$ cat config.mk
export PLATFORM = sky130hd
export DESIGN_NAME = rhd_axil_regs_flat
export DESIGN_NICKNAME = d
export VERILOG_FILES = /design/src/rtl/rhd_axil_regs_if.sv /design/src/rtl/rhd_axil_regs.sv /design/src/flat_wrapper.sv
export SDC_FILE = /design/constraint.sdc
export NUM_CORES = 1
export LEC_CHECK = 0
export BUFFER_PORTS_ARGS = -buffer_cell sky130_fd_sc_hd__buf_4
export CAP_MARGIN = 40
export CORE_ASPECT_RATIO = 1.75
export CORE_MARGIN = 2
export CORE_UTILIZATION = 34
export CTS_CLUSTER_DIAMETER = 150
export CTS_CLUSTER_SIZE = 25
export DETAILED_ROUTE_END_ITERATION = 8
export GPL_ROUTABILITY_DRIVEN = 0
export PLACE_DENSITY = 0.56
export SLEW_MARGIN = 40
export SYNTH_ARGS = -nofsm -noshare
export SYNTH_HDL_FRONTEND = slang
export SYNTH_SLANG_ARGS = --single-unit
$ cat constraint.sdc
create_clock -name rhd_aclk -period 5.45 [get_ports rhd_aclk]
set_clock_uncertainty 0.05 [all_clocks]
set_input_delay 1.09 -clock rhd_aclk [delete_from_list [all_inputs] [get_ports rhd_aclk]]
set_output_delay 1.09 -clock rhd_aclk [all_outputs]
set_load 0.03 [all_outputs]
$ cat src/rtl/rhd_axil_regs_if.sv
// -----------------------------------------------------------------------------
// rhd_axil_regs_if
// AXI4-Lite bus bundle for the rhd_axil_regs register block.
//
// Parameter:
//   ADDR_WIDTH  byte address width of the AW/AR channels
//
// Signals (names follow the s_axi_* slave naming of the block):
//   AW : s_axi_awaddr, s_axi_awprot, s_axi_awvalid -> / <- s_axi_awready
//   W  : s_axi_wdata, s_axi_wstrb, s_axi_wvalid    -> / <- s_axi_wready
//   B  : s_axi_bresp, s_axi_bvalid                 <- / -> s_axi_bready
//   AR : s_axi_araddr, s_axi_arprot, s_axi_arvalid -> / <- s_axi_arready
//   R  : s_axi_rdata, s_axi_rresp, s_axi_rvalid    <- / -> s_axi_rready
//
// Modports:
//   master  drives requests, receives responses
//   slave   receives requests, drives responses
// -----------------------------------------------------------------------------
interface rhd_axil_regs_if #(
  parameter int ADDR_WIDTH = 5
);

  logic [ADDR_WIDTH-1:0] s_axi_awaddr;
  logic [2:0]            s_axi_awprot;
  logic                  s_axi_awvalid;
  logic                  s_axi_awready;

  logic [31:0]           s_axi_wdata;
  logic [3:0]            s_axi_wstrb;
  logic                  s_axi_wvalid;
  logic                  s_axi_wready;

  logic [1:0]            s_axi_bresp;
  logic                  s_axi_bvalid;
  logic                  s_axi_bready;

  logic [ADDR_WIDTH-1:0] s_axi_araddr;
  logic [2:0]            s_axi_arprot;
  logic                  s_axi_arvalid;
  logic                  s_axi_arready;

  logic [31:0]           s_axi_rdata;
  logic [1:0]            s_axi_rresp;
  logic                  s_axi_rvalid;
  logic                  s_axi_rready;

  modport master (
    output s_axi_awaddr, s_axi_awprot, s_axi_awvalid,
    input  s_axi_awready,
    output s_axi_wdata, s_axi_wstrb, s_axi_wvalid,
    input  s_axi_wready,
    input  s_axi_bresp, s_axi_bvalid,
    output s_axi_bready,
    output s_axi_araddr, s_axi_arprot, s_axi_arvalid,
    input  s_axi_arready,
    input  s_axi_rdata, s_axi_rresp, s_axi_rvalid,
    output s_axi_rready
  );

  modport slave (
    input  s_axi_awaddr, s_axi_awprot, s_axi_awvalid,
    output s_axi_awready,
    input  s_axi_wdata, s_axi_wstrb, s_axi_wvalid,
    output s_axi_wready,
    output s_axi_bresp, s_axi_bvalid,
    input  s_axi_bready,
    input  s_axi_araddr, s_axi_arprot, s_axi_arvalid,
    output s_axi_arready,
    output s_axi_rdata, s_axi_rresp, s_axi_rvalid,
    input  s_axi_rready
  );

endinterface

$ cat src/rtl/rhd_axil_regs.sv
// -----------------------------------------------------------------------------
// rhd_axil_regs
// AXI4-Lite control/status register block for the RHD core.
//
// Register map (word index = addr[ADDR_WIDTH-1:2], addr[1:0] ignored):
//   0x00 CTRL       bit0 INIT (write-1 pulse, reads 0), bit5 LOOPBACK (RW)
//   0x04 MISO_DELAY 32-bit RW
//   0x08 PKT_LEN    bits[15:0] RW, a committed 0 is stored as 1
//   0x0C STATUS     bit0 core_busy (live), bit1 OVF (sticky, write-1-clear)
//   0x10-0x1C       unmapped: SLVERR, reads 0, writes ignored
//
// Ports:
//   rhd_aclk      clock, rising edge
//   rhd_areset    asynchronous active-high reset
//   axi           AXI4-Lite slave (rhd_axil_regs_if.slave)
//   init_pulse    one-cycle pulse after a CTRL write with INIT=1
//   loopback_en   CTRL.LOOPBACK
//   miso_delay    MISO_DELAY register
//   pkt_len       PKT_LEN register
//   core_busy     live busy status from the core
//   overflow_evt  single-cycle overflow event from the core
// -----------------------------------------------------------------------------
module rhd_axil_regs #(
  parameter int          ADDR_WIDTH  = 5,
  parameter logic [15:0] PKT_LEN_RST = 16'd8
) (
  input  logic                  rhd_aclk,
  input  logic                  rhd_areset,
  rhd_axil_regs_if.slave        axi,
  output logic                  init_pulse,
  output logic                  loopback_en,
  output logic [31:0]           miso_delay,
  output logic [15:0]           pkt_len,
  input  logic                  core_busy,
  input  logic                  overflow_evt
);

  localparam int IDX_W = ADDR_WIDTH - 2;

  localparam logic [IDX_W-1:0] IDX_CTRL   = IDX_W'(0);
  localparam logic [IDX_W-1:0] IDX_MISO   = IDX_W'(1);
  localparam logic [IDX_W-1:0] IDX_PKT    = IDX_W'(2);
  localparam logic [IDX_W-1:0] IDX_STATUS = IDX_W'(3);

  localparam logic [1:0] RESP_OKAY   = 2'b00;
  localparam logic [1:0] RESP_SLVERR = 2'b10;

  // Handshake semantics on every channel: a beat transfers on a rising edge
  // where both valid and ready are high. The source holds valid and payload
  // stable until that edge; this block never withdraws bvalid/rvalid or
  // changes bresp/rdata/rresp before the beat is taken.

  // ---------------------------------------------------------------------------
  // State
  // ---------------------------------------------------------------------------
  logic                  r_rst_done;   // keeps readies low until first edge after reset
  logic                  r_aw_held;
  logic [ADDR_WIDTH-1:0] r_awaddr;
  logic                  r_w_held;
  logic [31:0]           r_wdata;
  logic [3:0]            r_wstrb;
  logic                  r_bvalid;
  logic [1:0]            r_bresp;
  logic                  r_rvalid;
  logic [1:0]            r_rresp;
  logic [31:0]           r_rdata;
  logic                  r_init_pulse;
  logic                  r_loopback;
  logic [31:0]           r_miso_delay;
  logic [15:0]           r_pkt_len;
  logic                  r_ovf;

  // ---------------------------------------------------------------------------
  // Write path
  // ---------------------------------------------------------------------------
  logic                  w_awready;
  logic                  w_wready;
  logic                  w_aw_hs;
  logic                  w_w_hs;
  logic                  w_commit;
  logic [ADDR_WIDTH-1:0] w_waddr;
  logic [31:0]           w_wdata;
  logic [3:0]            w_wstrb;
  logic [IDX_W-1:0]      w_widx;
  logic                  w_wmapped;
  logic                  w_wr_ctrl;
  logic                  w_wr_miso;
  logic                  w_wr_pkt;
  logic                  w_ovf_clr;
  logic [31:0]           w_miso_next;
  logic [15:0]           w_pkt_merged;
  logic [15:0]           w_pkt_next;

  assign w_awready = r_rst_done & ~r_aw_held & ~r_bvalid;
  assign w_wready  = r_rst_done & ~r_w_held  & ~r_bvalid;
  assign w_aw_hs   = axi.s_axi_awvalid & w_awready;
  assign w_w_hs    = axi.s_axi_wvalid  & w_wready;

  // Commit as soon as both halves are available: either already held or
  // arriving on this very edge. Covers AW-first, W-first and same-cycle.
  assign w_commit = (r_aw_held | w_aw_hs) & (r_w_held | w_w_hs);

  assign w_waddr = r_aw_held ? r_awaddr : axi.s_axi_awaddr;
  assign w_wdata = r_w_held  ? r_wdata  : axi.s_axi_wdata;
  assign w_wstrb = r_w_held  ? r_wstrb  : axi.s_axi_wstrb;

  assign w_widx    = w_waddr[ADDR_WIDTH-1:2];
  assign w_wmapped = (32'(w_widx) < 32'd4);

  assign w_wr_ctrl = w_commit & (w_widx == IDX_CTRL);
  assign w_wr_miso = w_commit & (w_widx == IDX_MISO);
  assign w_wr_pkt  = w_commit & (w_widx == IDX_PKT);
  assign w_ovf_clr = w_commit & (w_widx == IDX_STATUS) & w_wstrb[0] & w_wdata[1];

  always_comb begin
    w_miso_next = r_miso_delay;
    for (int b = 0; b < 4; b++) begin
      if (w_wstrb[b]) w_miso_next[8*b +: 8] = w_wdata[8*b +: 8];
    end
  end

  assign w_pkt_merged = {w_wstrb[1] ? w_wdata[15:8] : r_pkt_len[15:8],
                         w_wstrb[0] ? w_wdata[7:0]  : r_pkt_len[7:0]};
  // A zero packet length is meaningless to the core; clamp it to 1.
  assign w_pkt_next   = (w_pkt_merged == 16'd0) ? 16'd1 : w_pkt_merged;

  always_ff @(posedge rhd_aclk or posedge rhd_areset) begin
    if (rhd_areset) begin
      r_rst_done <= 1'b0;
      r_aw_held  <= 1'b0;
      r_awaddr   <= '0;
      r_w_held   <= 1'b0;
      r_wdata    <= '0;
      r_wstrb    <= '0;
      r_bvalid   <= 1'b0;
      r_bresp    <= RESP_OKAY;
    end else begin
      r_rst_done <= 1'b1;

      if (w_commit) begin
        r_aw_held <= 1'b0;
      end else if (w_aw_hs) begin
        r_aw_held <= 1'b1;
        r_awaddr  <= axi.s_axi_awaddr;
      end

      if (w_commit) begin
        r_w_held <= 1'b0;
      end else if (w_w_hs) begin
        r_w_held <= 1'b1;
        r_wdata  <= axi.s_axi_wdata;
        r_wstrb  <= axi.s_axi_wstrb;
      end

      if (w_commit) begin
        r_bvalid <= 1'b1;
        r_bresp  <= w_wmapped ? RESP_OKAY : RESP_SLVERR;
      end else if (r_bvalid && axi.s_axi_bready) begin
        r_bvalid <= 1'b0;
      end
    end
  end

  // ---------------------------------------------------------------------------
  // Register file
  // ---------------------------------------------------------------------------
  always_ff @(posedge rhd_aclk or posedge rhd_areset) begin
    if (rhd_areset) begin
      r_init_pulse <= 1'b0;
      r_loopback   <= 1'b0;
      r_miso_delay <= '0;
      r_pkt_len    <= PKT_LEN_RST;
      r_ovf        <= 1'b0;
    end else begin
      r_init_pulse <= w_wr_ctrl & w_wstrb[0] & w_wdata[0];

      if (w_wr_ctrl && w_wstrb[0]) r_loopback <= w_wdata[5];
      if (w_wr_miso)               r_miso_delay <= w_miso_next;
      if (w_wr_pkt && (w_wstrb[1:0] != 2'b00)) r_pkt_len <= w_pkt_next;

      // A new event on the clearing edge keeps the flag set.
      r_ovf <= overflow_evt | (r_ovf & ~w_ovf_clr);
    end
  end

  // ---------------------------------------------------------------------------
  // Read path
  // ---------------------------------------------------------------------------
  logic             w_arready;
  logic             w_ar_hs;
  logic [IDX_W-1:0] w_ridx;
  logic             w_rmapped;
  logic [31:0]      w_rdata_mux;

  assign w_arready = r_rst_done & ~r_rvalid;
  assign w_ar_hs   = axi.s_axi_arvalid & w_arready;
  assign w_ridx    = axi.s_axi_araddr[ADDR_WIDTH-1:2];
  assign w_rmapped = (32'(w_ridx) < 32'd4);

  // Reads sample the current register values, so a read landing on a
  // write's commit edge returns the pre-write contents.
  always_comb begin
    w_rdata_mux = 32'd0;
    case (w_ridx)
      IDX_CTRL:   w_rdata_mux = {26'd0, r_loopback, 5'd0};
      IDX_MISO:   w_rdata_mux = r_miso_delay;
      IDX_PKT:    w_rdata_mux = {16'd0, r_pkt_len};
      IDX_STATUS: w_rdata_mux = {30'd0, r_ovf, core_busy};
      default:    w_rdata_mux = 32'd0;
    endcase
  end

  always_ff @(posedge rhd_aclk or posedge rhd_areset) begin
    if (rhd_areset) begin
      r_rvalid <= 1'b0;
      r_rresp  <= RESP_OKAY;
      r_rdata  <= '0;
    end else begin
      if (w_ar_hs) begin
        r_rvalid <= 1'b1;
        r_rresp  <= w_rmapped ? RESP_OKAY : RESP_SLVERR;
        r_rdata  <= w_rdata_mux;
      end else if (r_rvalid && axi.s_axi_rready) begin
        r_rvalid <= 1'b0;
      end
    end
  end

  // ---------------------------------------------------------------------------
  // Outputs
  // ---------------------------------------------------------------------------
  assign axi.s_axi_awready = w_awready;
  assign axi.s_axi_wready  = w_wready;
  assign axi.s_axi_bvalid  = r_bvalid;
  assign axi.s_axi_bresp   = r_bresp;
  assign axi.s_axi_arready = w_arready;
  assign axi.s_axi_rvalid  = r_rvalid;
  assign axi.s_axi_rresp   = r_rresp;
  assign axi.s_axi_rdata   = r_rdata;

  assign init_pulse  = r_init_pulse;
  assign loopback_en = r_loopback;
  assign miso_delay  = r_miso_delay;
  assign pkt_len     = r_pkt_len;

  // Protection bits and the byte offset within a word carry no meaning here.
  logic w_unused;
  assign w_unused = ^{axi.s_axi_awprot, axi.s_axi_arprot,
                      axi.s_axi_araddr[1:0], w_waddr[1:0]};

endmodule

$ cat src/flat_wrapper.sv
// flat-port wrapper written by rule: the top's interface ports become plain ports
module rhd_axil_regs_flat 
#(
  parameter int          ADDR_WIDTH  = 5,
  parameter logic [15:0] PKT_LEN_RST = 16'd8
)
  (rhd_aclk, rhd_areset, init_pulse, loopback_en, miso_delay, pkt_len, core_busy, overflow_evt, axi_s_axi_awaddr, axi_s_axi_awprot, axi_s_axi_awvalid, axi_s_axi_awready, axi_s_axi_wdata, axi_s_axi_wstrb, axi_s_axi_wvalid, axi_s_axi_wready, axi_s_axi_bresp, axi_s_axi_bvalid, axi_s_axi_bready, axi_s_axi_araddr, axi_s_axi_arprot, axi_s_axi_arvalid, axi_s_axi_arready, axi_s_axi_rdata, axi_s_axi_rresp, axi_s_axi_rvalid, axi_s_axi_rready);
  rhd_axil_regs_if #(.ADDR_WIDTH(ADDR_WIDTH)) axi_i ();
  input  logic rhd_aclk;
  input  logic rhd_areset;
  output logic init_pulse;
  output logic loopback_en;
  output logic [31:0] miso_delay;
  output logic [15:0] pkt_len;
  input  logic core_busy;
  input  logic overflow_evt;
  input wire logic [$bits(axi_i.s_axi_awaddr)-1:0] axi_s_axi_awaddr;
  input wire logic [$bits(axi_i.s_axi_awprot)-1:0] axi_s_axi_awprot;
  input wire logic [$bits(axi_i.s_axi_awvalid)-1:0] axi_s_axi_awvalid;
  output wire logic [$bits(axi_i.s_axi_awready)-1:0] axi_s_axi_awready;
  input wire logic [$bits(axi_i.s_axi_wdata)-1:0] axi_s_axi_wdata;
  input wire logic [$bits(axi_i.s_axi_wstrb)-1:0] axi_s_axi_wstrb;
  input wire logic [$bits(axi_i.s_axi_wvalid)-1:0] axi_s_axi_wvalid;
  output wire logic [$bits(axi_i.s_axi_wready)-1:0] axi_s_axi_wready;
  output wire logic [$bits(axi_i.s_axi_bresp)-1:0] axi_s_axi_bresp;
  output wire logic [$bits(axi_i.s_axi_bvalid)-1:0] axi_s_axi_bvalid;
  input wire logic [$bits(axi_i.s_axi_bready)-1:0] axi_s_axi_bready;
  input wire logic [$bits(axi_i.s_axi_araddr)-1:0] axi_s_axi_araddr;
  input wire logic [$bits(axi_i.s_axi_arprot)-1:0] axi_s_axi_arprot;
  input wire logic [$bits(axi_i.s_axi_arvalid)-1:0] axi_s_axi_arvalid;
  output wire logic [$bits(axi_i.s_axi_arready)-1:0] axi_s_axi_arready;
  output wire logic [$bits(axi_i.s_axi_rdata)-1:0] axi_s_axi_rdata;
  output wire logic [$bits(axi_i.s_axi_rresp)-1:0] axi_s_axi_rresp;
  output wire logic [$bits(axi_i.s_axi_rvalid)-1:0] axi_s_axi_rvalid;
  input wire logic [$bits(axi_i.s_axi_rready)-1:0] axi_s_axi_rready;
  assign axi_i.s_axi_awaddr = axi_s_axi_awaddr;
  assign axi_i.s_axi_awprot = axi_s_axi_awprot;
  assign axi_i.s_axi_awvalid = axi_s_axi_awvalid;
  assign axi_s_axi_awready = axi_i.s_axi_awready;
  assign axi_i.s_axi_wdata = axi_s_axi_wdata;
  assign axi_i.s_axi_wstrb = axi_s_axi_wstrb;
  assign axi_i.s_axi_wvalid = axi_s_axi_wvalid;
  assign axi_s_axi_wready = axi_i.s_axi_wready;
  assign axi_s_axi_bresp = axi_i.s_axi_bresp;
  assign axi_s_axi_bvalid = axi_i.s_axi_bvalid;
  assign axi_i.s_axi_bready = axi_s_axi_bready;
  assign axi_i.s_axi_araddr = axi_s_axi_araddr;
  assign axi_i.s_axi_arprot = axi_s_axi_arprot;
  assign axi_i.s_axi_arvalid = axi_s_axi_arvalid;
  assign axi_s_axi_arready = axi_i.s_axi_arready;
  assign axi_s_axi_rdata = axi_i.s_axi_rdata;
  assign axi_s_axi_rresp = axi_i.s_axi_rresp;
  assign axi_s_axi_rvalid = axi_i.s_axi_rvalid;
  assign axi_i.s_axi_rready = axi_s_axi_rready;
  rhd_axil_regs #(.ADDR_WIDTH(ADDR_WIDTH), .PKT_LEN_RST(PKT_LEN_RST)) u_core (.rhd_aclk(rhd_aclk), .rhd_areset(rhd_areset), .axi(axi_i), .init_pulse(init_pulse), .loopback_en(loopback_en), .miso_delay(miso_delay), .pkt_len(pkt_len), .core_busy(core_busy), .overflow_evt(overflow_evt));
endmodule
# ---- Word-level counts from Yosys, hierarchy flattened
# Cells that the tools add are included.
dict set report op_classes {
  add_sub_neg 0
  multipliers 0
  n_div 0
  magnitude_cmp 2
  eq_ne 6
  shifts 0
  muxes 17
  n_bitwise 27
  n_reduce_logical 18
}
# op count
set ops {}
lappend ops {{$pmux W32 S4} 1}
lappend ops {{$mux W32} 1}
lappend ops {{$and A1 B1 Y1} 18}
lappend ops {{$logic_not A16 Y1} 1}
lappend ops {{$mux W16} 1}
lappend ops {{$mux W8} 2}
lappend ops {{$eq A3 B2 Y1 const B} 4}
lappend ops {{$reduce_and A2 Y1} 6}
lappend ops {{$reduce_bool A2 Y1} 5}
lappend ops {{$mux W1} 8}
lappend ops {{$eq A3 B1 Y1 const B} 2}
lappend ops {{$logic_not A3 Y1} 2}
lappend ops {{$lt A3 B3 Y1 const B} 2}
lappend ops {{$not A1 Y1} 6}
lappend ops {{$mux W5} 1}
lappend ops {{$logic_and A1 B1 Y1} 4}
lappend ops {{$mux W2} 2}
lappend ops {{$mux W4} 1}
lappend ops {{$or A1 B1 Y1} 3}
dict set report word_totals {
  reg_bits 133
  latchBits 0
  ram_bits 0
  mem_bits_ro 0
  input_bits 61
  output_inout_bits 91
  elab_cells 89
  memories 0
}

# ---- Depth between registers and ports, before layout
dict set report depth {
  word_depth 12
  depth_mapped 8
  depth_no_buf 5
}

# ---- Worst setup path before layout
# OpenSTA, ideal clock, no wires.
dict set report synth_path {
  kind {input to register}
  from {in axi_s_axi_wvalid}
  to {reg u_core.r_pkt_len[1] (netlist: u_core.pkt_len[1])}
  setup_time_ns 0.127
  arrival_ns 2.402
  required_ns 5.273
  slack_ns 2.871
  path_stages 5
  n_path_buf 0
  path_cell_list {and3b_1 > o22ai_4 > a2111oi_4 > and2_4 > mux2_1}
}
dict set report synth_between {
  elab_chain_len 5
}
# item line_no
set synth_rtl {}
lappend synth_rtl {{start: declaration} flat_wrapper.sv:23} ;# input wire logic [$bits(axi_i.s_axi_wvalid)-1:0] axi_s_axi_wvalid;
lappend synth_rtl {{$and A1 B1 Y1} rhd_axil_regs.sv:97} ;# assign w_w_hs = axi.s_axi_wvalid & w_wready;
lappend synth_rtl {{$or A1 B1 Y1} rhd_axil_regs.sv:101} ;# assign w_commit = (r_aw_held | w_aw_hs) & (r_w_held | w_w_hs);
lappend synth_rtl {{$and A1 B1 Y1} rhd_axil_regs.sv:101}
lappend synth_rtl {{$and A1 B1 Y1} rhd_axil_regs.sv:112} ;# assign w_wr_pkt = w_commit & (w_widx == IDX_PKT);
lappend synth_rtl {{$logic_and A1 B1 Y1} rhd_axil_regs.sv:179} ;# if (w_wr_pkt && (w_wstrb[1:0] != 2'b00)) r_pkt_len <= w_pkt_next;
lappend synth_rtl {{end signal: assignment} rhd_axil_regs.sv:179}
lappend synth_rtl {{end: declaration} rhd_axil_regs.sv:70} ;# logic [15:0] r_pkt_len;
# No other way between the ends.
# A chain may end at the register's enable or synchronous reset.

# ---- Worst setup path in the final report
dict set report layout_path {
  from {reg u_core.r_w_held}
  to {reg u_core.r_miso_delay[5] (netlist: u_core.miso_delay[5])}
}
dict set report layout_between {
  elab_chain_len 8
  elab_cells_between_ends 10
  classes_between {mux (2); bitwise (7); reduce/logical (1)}
}
# item line_no
set layout_rtl {}
lappend layout_rtl {{start: declaration} rhd_axil_regs.sv:59} ;# logic r_w_held;
lappend layout_rtl {{start signal: assignment} rhd_axil_regs.sv:132} ;# r_w_held <= 1'b0;
lappend layout_rtl {{start signal: assignment} rhd_axil_regs.sv:148} ;# r_w_held <= 1'b0;
lappend layout_rtl {{start signal: assignment} rhd_axil_regs.sv:150} ;# r_w_held <= 1'b1;
lappend layout_rtl {{$not A1 Y1} rhd_axil_regs.sv:95} ;# assign w_wready = r_rst_done & ~r_w_held & ~r_bvalid;
lappend layout_rtl {{$and A1 B1 Y1 (2 in a row)} rhd_axil_regs.sv:95}
lappend layout_rtl {{$and A1 B1 Y1} rhd_axil_regs.sv:97}
lappend layout_rtl {{$or A1 B1 Y1} rhd_axil_regs.sv:101}
lappend layout_rtl {{$and A1 B1 Y1} rhd_axil_regs.sv:101}
lappend layout_rtl {{$and A1 B1 Y1} rhd_axil_regs.sv:111} ;# assign w_wr_miso = w_commit & (w_widx == IDX_MISO);
lappend layout_rtl {{$reduce_and A2 Y1 (no source line)} n/a}
lappend layout_rtl {{end signal: assignment} rhd_axil_regs.sv:178} ;# if (w_wr_miso) r_miso_delay <= w_miso_next;
lappend layout_rtl {{end: declaration} rhd_axil_regs.sv:69} ;# logic [31:0] r_miso_delay;
# Several ways; a longest one is shown, not always the timed one.

==> run metrics <==
Vias per Instance=4.977; H-tree levels=4; first-pass GRT wire length=around 25000 µm; adder-cell share of the synthesized area=0%; met3 Usage GRT=around 4.5%; Static Leak=approximately 3.7 nW; final WL=roughly 16000 µm; max incr delay on CP=roughly 0.73 ns; WP depth=5; top cell type by total area after synthesis=dfrtp_1; largest net degree at the start of global routing=86; Syn Inst Count=459; Chip Height=180.0 µm; Area Overhead vs Synth=30.73%; Sw Ratio=37.10%; Ports=152; cts hold-fix bufs=0; Setup TNS=0 ns; Period Utilization, post-route=52.57%; Worst-Margin Slew=~0.67 ns; worst path bufs/invs=1; initial antenna violation count=1; Skew-Pair Late Insertion Delay=0.41 ns; reg2reg start=u_core.r_w_held; sequential element share of the synthesized area=53.67%; M2 GR Usage=32.05%; Synth top area share=53.23%; Worst Path Max Fanout=35; Setup CP Type=reg2reg; Detail Route Antenna Nets=0; area of the die=approximately 19000 µm²; R2R cell count=5; final net count=between 600 and 700; CP cell instances=buf_4 -> mux2_2 -> nand2_1 -> or3b_1 -> mux2_2; drt pass-1 iters=4; synth cell count leaders=128 x dfrtp_1, 103 x mux2_2, 44 x mux2i_1, 29 x nand2_1, 27 x o21ai_0; Clock power frac=between 20% and 30%; Row Count=64; synthesized cell area=6017 µm²; Post-Syn Area per Cell=13.11 µm²; Initial Util=34.63%; Slew Viols, Final=0; final hold vios=0; core area=17380 µm²; EDFF count, synth=0; post-cts resize count=0; Crit. End Element=flip-flop; Buffers on Ports=139; DR WL/cell=18.60 µm; Post-DP HPWL=11130 µm; share of layout cells above drive strength 1=roughly half; clk slew on worst S/H paths=0.06 ns; Final Non-Filler Cells=843; crit path launch=u_core.r_w_held; PwrDens=542.0 nW/µm²; Reg-to-Reg End=u_core.miso_delay[5]; CTS Root Cell=clkbuf_16; post-synthesis simple-gate area fraction=5.677%; Crit path top cell by count=mux2_2; Max Buffers Root-to-Sink=2; library cells used by synthesis=40; Synth Area in Compound Gates=8.131%; total number of vias=~4200; Final Total Pwr=0.004263 W; multiplexer share of the synthesized area=29.53%; total global routing overflow=0; Switch Pwr=around 0.0016 W; Max stage delay cell, worst path=dfrtp_2; post-CTS setup buffer count=0; startpoint types=flip-flop; Ys Warns=0; main combinational cell family by area after synthesis=multiplexers; vias in the first global route=4576; CTS tree=yes; Max-slew headroom=55.55%; reg2reg setup slack=2.58 ns; chip width=104.6 µm; Async SR Flop Fraction=100.0%; # setup viols final=0; unrepaired setup endpoints after global routing=no; initial drt markers=about 130; All-Layer GR Usage=17.34%; Worst Path Arrival=3.10 ns; # DRC=0; count leader, synth=dfrtp_1; #FFs+latches synth=129; CTS buffer count=17; prevailing post-synth register cell=dfrtp_1; Tmin final=about 2.9 ns; Post-Synth XOR/XNOR Area=0%; Flop pwr share=37.3%; number of instances in the placed design=810; logic gate share of total power=between 30% and 40%; worst min path class=reg2reg; Critical Path RT=5.69 ns; worst ir drop on vdd=0.2137 mV; Setup crit end=u_core.miso_delay[5]; status=complete, no violations; total of max-cap violations=0; fmax=349.0 MHz; Top Usage Layer GRT=met2; routing usage on met1=18.95%; Clock Sinks=129; Synth area leaders=dfrtp_1 53%, mux2_2 19%, mux2i_1 7.3%, mux2_1 2.4%, a22o_1 2.3%; kind of cell adding the most delay to the critical path=multiplexers; Int Power=0.002682 W
## state kept, by name, indices dropped and copies added (netlist names), 3 cells and up
| signal | flops |
|---|---|
| u_core.axi.s_axi_rdata | 32 |
| u_core.miso_delay | 32 |
| u_core.pkt_len | 16 |
| u_core.r_awaddr | 3 |
| u_core.r_wdata | 32 |
| u_core.r_wstrb | 4 |
## final cells by class
type / count / area, µm²
Sequential cell: 129 / 3231
Antenna cell: 1 / 2.502
Tap cell: 231 / 289.0
Fill cell: 1660 / 9510
Clock inverter: 14 / 146.4
Inverter: 4 / 22.52
Multi-Input combinational cell: 298 / 2621
Timing Repair Buffer: 148 / 1115
Clock buffer: 18 / 439.2
## worst reg2reg max path, cell delays in order (launching register included)
cell	delay, ns
dfrtp_2	0.73
buf_4	0.60
mux2_2	0.46
nand2_1	0.09
or3b_1	0.42
mux2_2	0.39
## power groups by stage
stage,registers [W],clock network (W),logic [W]
floorplan,0.00179,0,0.000859
global placement,0.00159,0,0.00154
detailed placement,0.00161,0,0.00158
CTS,0.00159,0.00115,0.00158
global route,0.00165,0.00120,0.00167
finish,0.00159,0.00112,0.00155
## placed cells by master, fill, tap and decap left out, drive strengths merged, types with 2 or more instances in the layout
master / count
buf: 148
dfrtp: 128
mux2: 118
mux2i: 44
nand2: 32
o21ai: 27
clkbuf: 18
a22o: 16
a22oi: 15
inv: 11
nor2: 9
nor3: 4
clkinv: 4
nand3: 4
nor2b: 3
and3b: 3
conb: 3
a31oi: 2
or3b: 2
nor4: 2
clkinvlp: 2
nor3b: 2
## kinds of logic (layout without fill, tap and decap cells)
family,Yosys count,in the layout
other cells,2,4
compound gates,67,67
buf+inv,33,184
mux,162,162
flops,129,129
simple gates,66,66
## through the flow
| stage | cell area [µm²] | utilization [%] | setup WS, ns | hold WS [ns] |
|---|---|---|---|---|
| after floorplan | 6021 | - | 0.8707 | 0.3935 |
| final | 7866 | 45.27 | 2.585 | 0.4322 |
| after global placement | 7254 | 41.75 | 2.047 | 0.4161 |
| after CTS | 7861 | 45.24 | 2.522 | 0.4353 |
| after global routing | 7866 | 45.27 | 2.414 | 0.4609 |
| after detailed placement | 7276 | 41.87 | 2.537 | 0.4218 |
## routing by layer
metal	vias to the layer above	routed length [µm]
met4	0	277
met1	2131	5937
met3	16	771
met5	-	0
met2	103	8694
li1	1946	-
## worst min-delay path by stage
stage	slack (ns)	from	cells past startpoint	end
floorplan	0.39	u_core.r_ovf	1	u_core.r_ovf
global placement	0.42	u_core.axi.s_axi_rdata[1]	2	u_core.axi.s_axi_rdata[1]
detailed placement	0.42	u_core.axi.s_axi_rdata[2]	2	u_core.axi.s_axi_rdata[2]
CTS	0.44	u_core.axi.s_axi_rdata[6]	2	u_core.axi.s_axi_rdata[6]
global route	0.46	u_core.axi.s_axi_rdata[0]	2	u_core.axi.s_axi_rdata[0]
finish	0.43	u_core.axi.s_axi_rdata[2]	2	u_core.axi.s_axi_rdata[2]
Power figures use the tool's default switching activity.
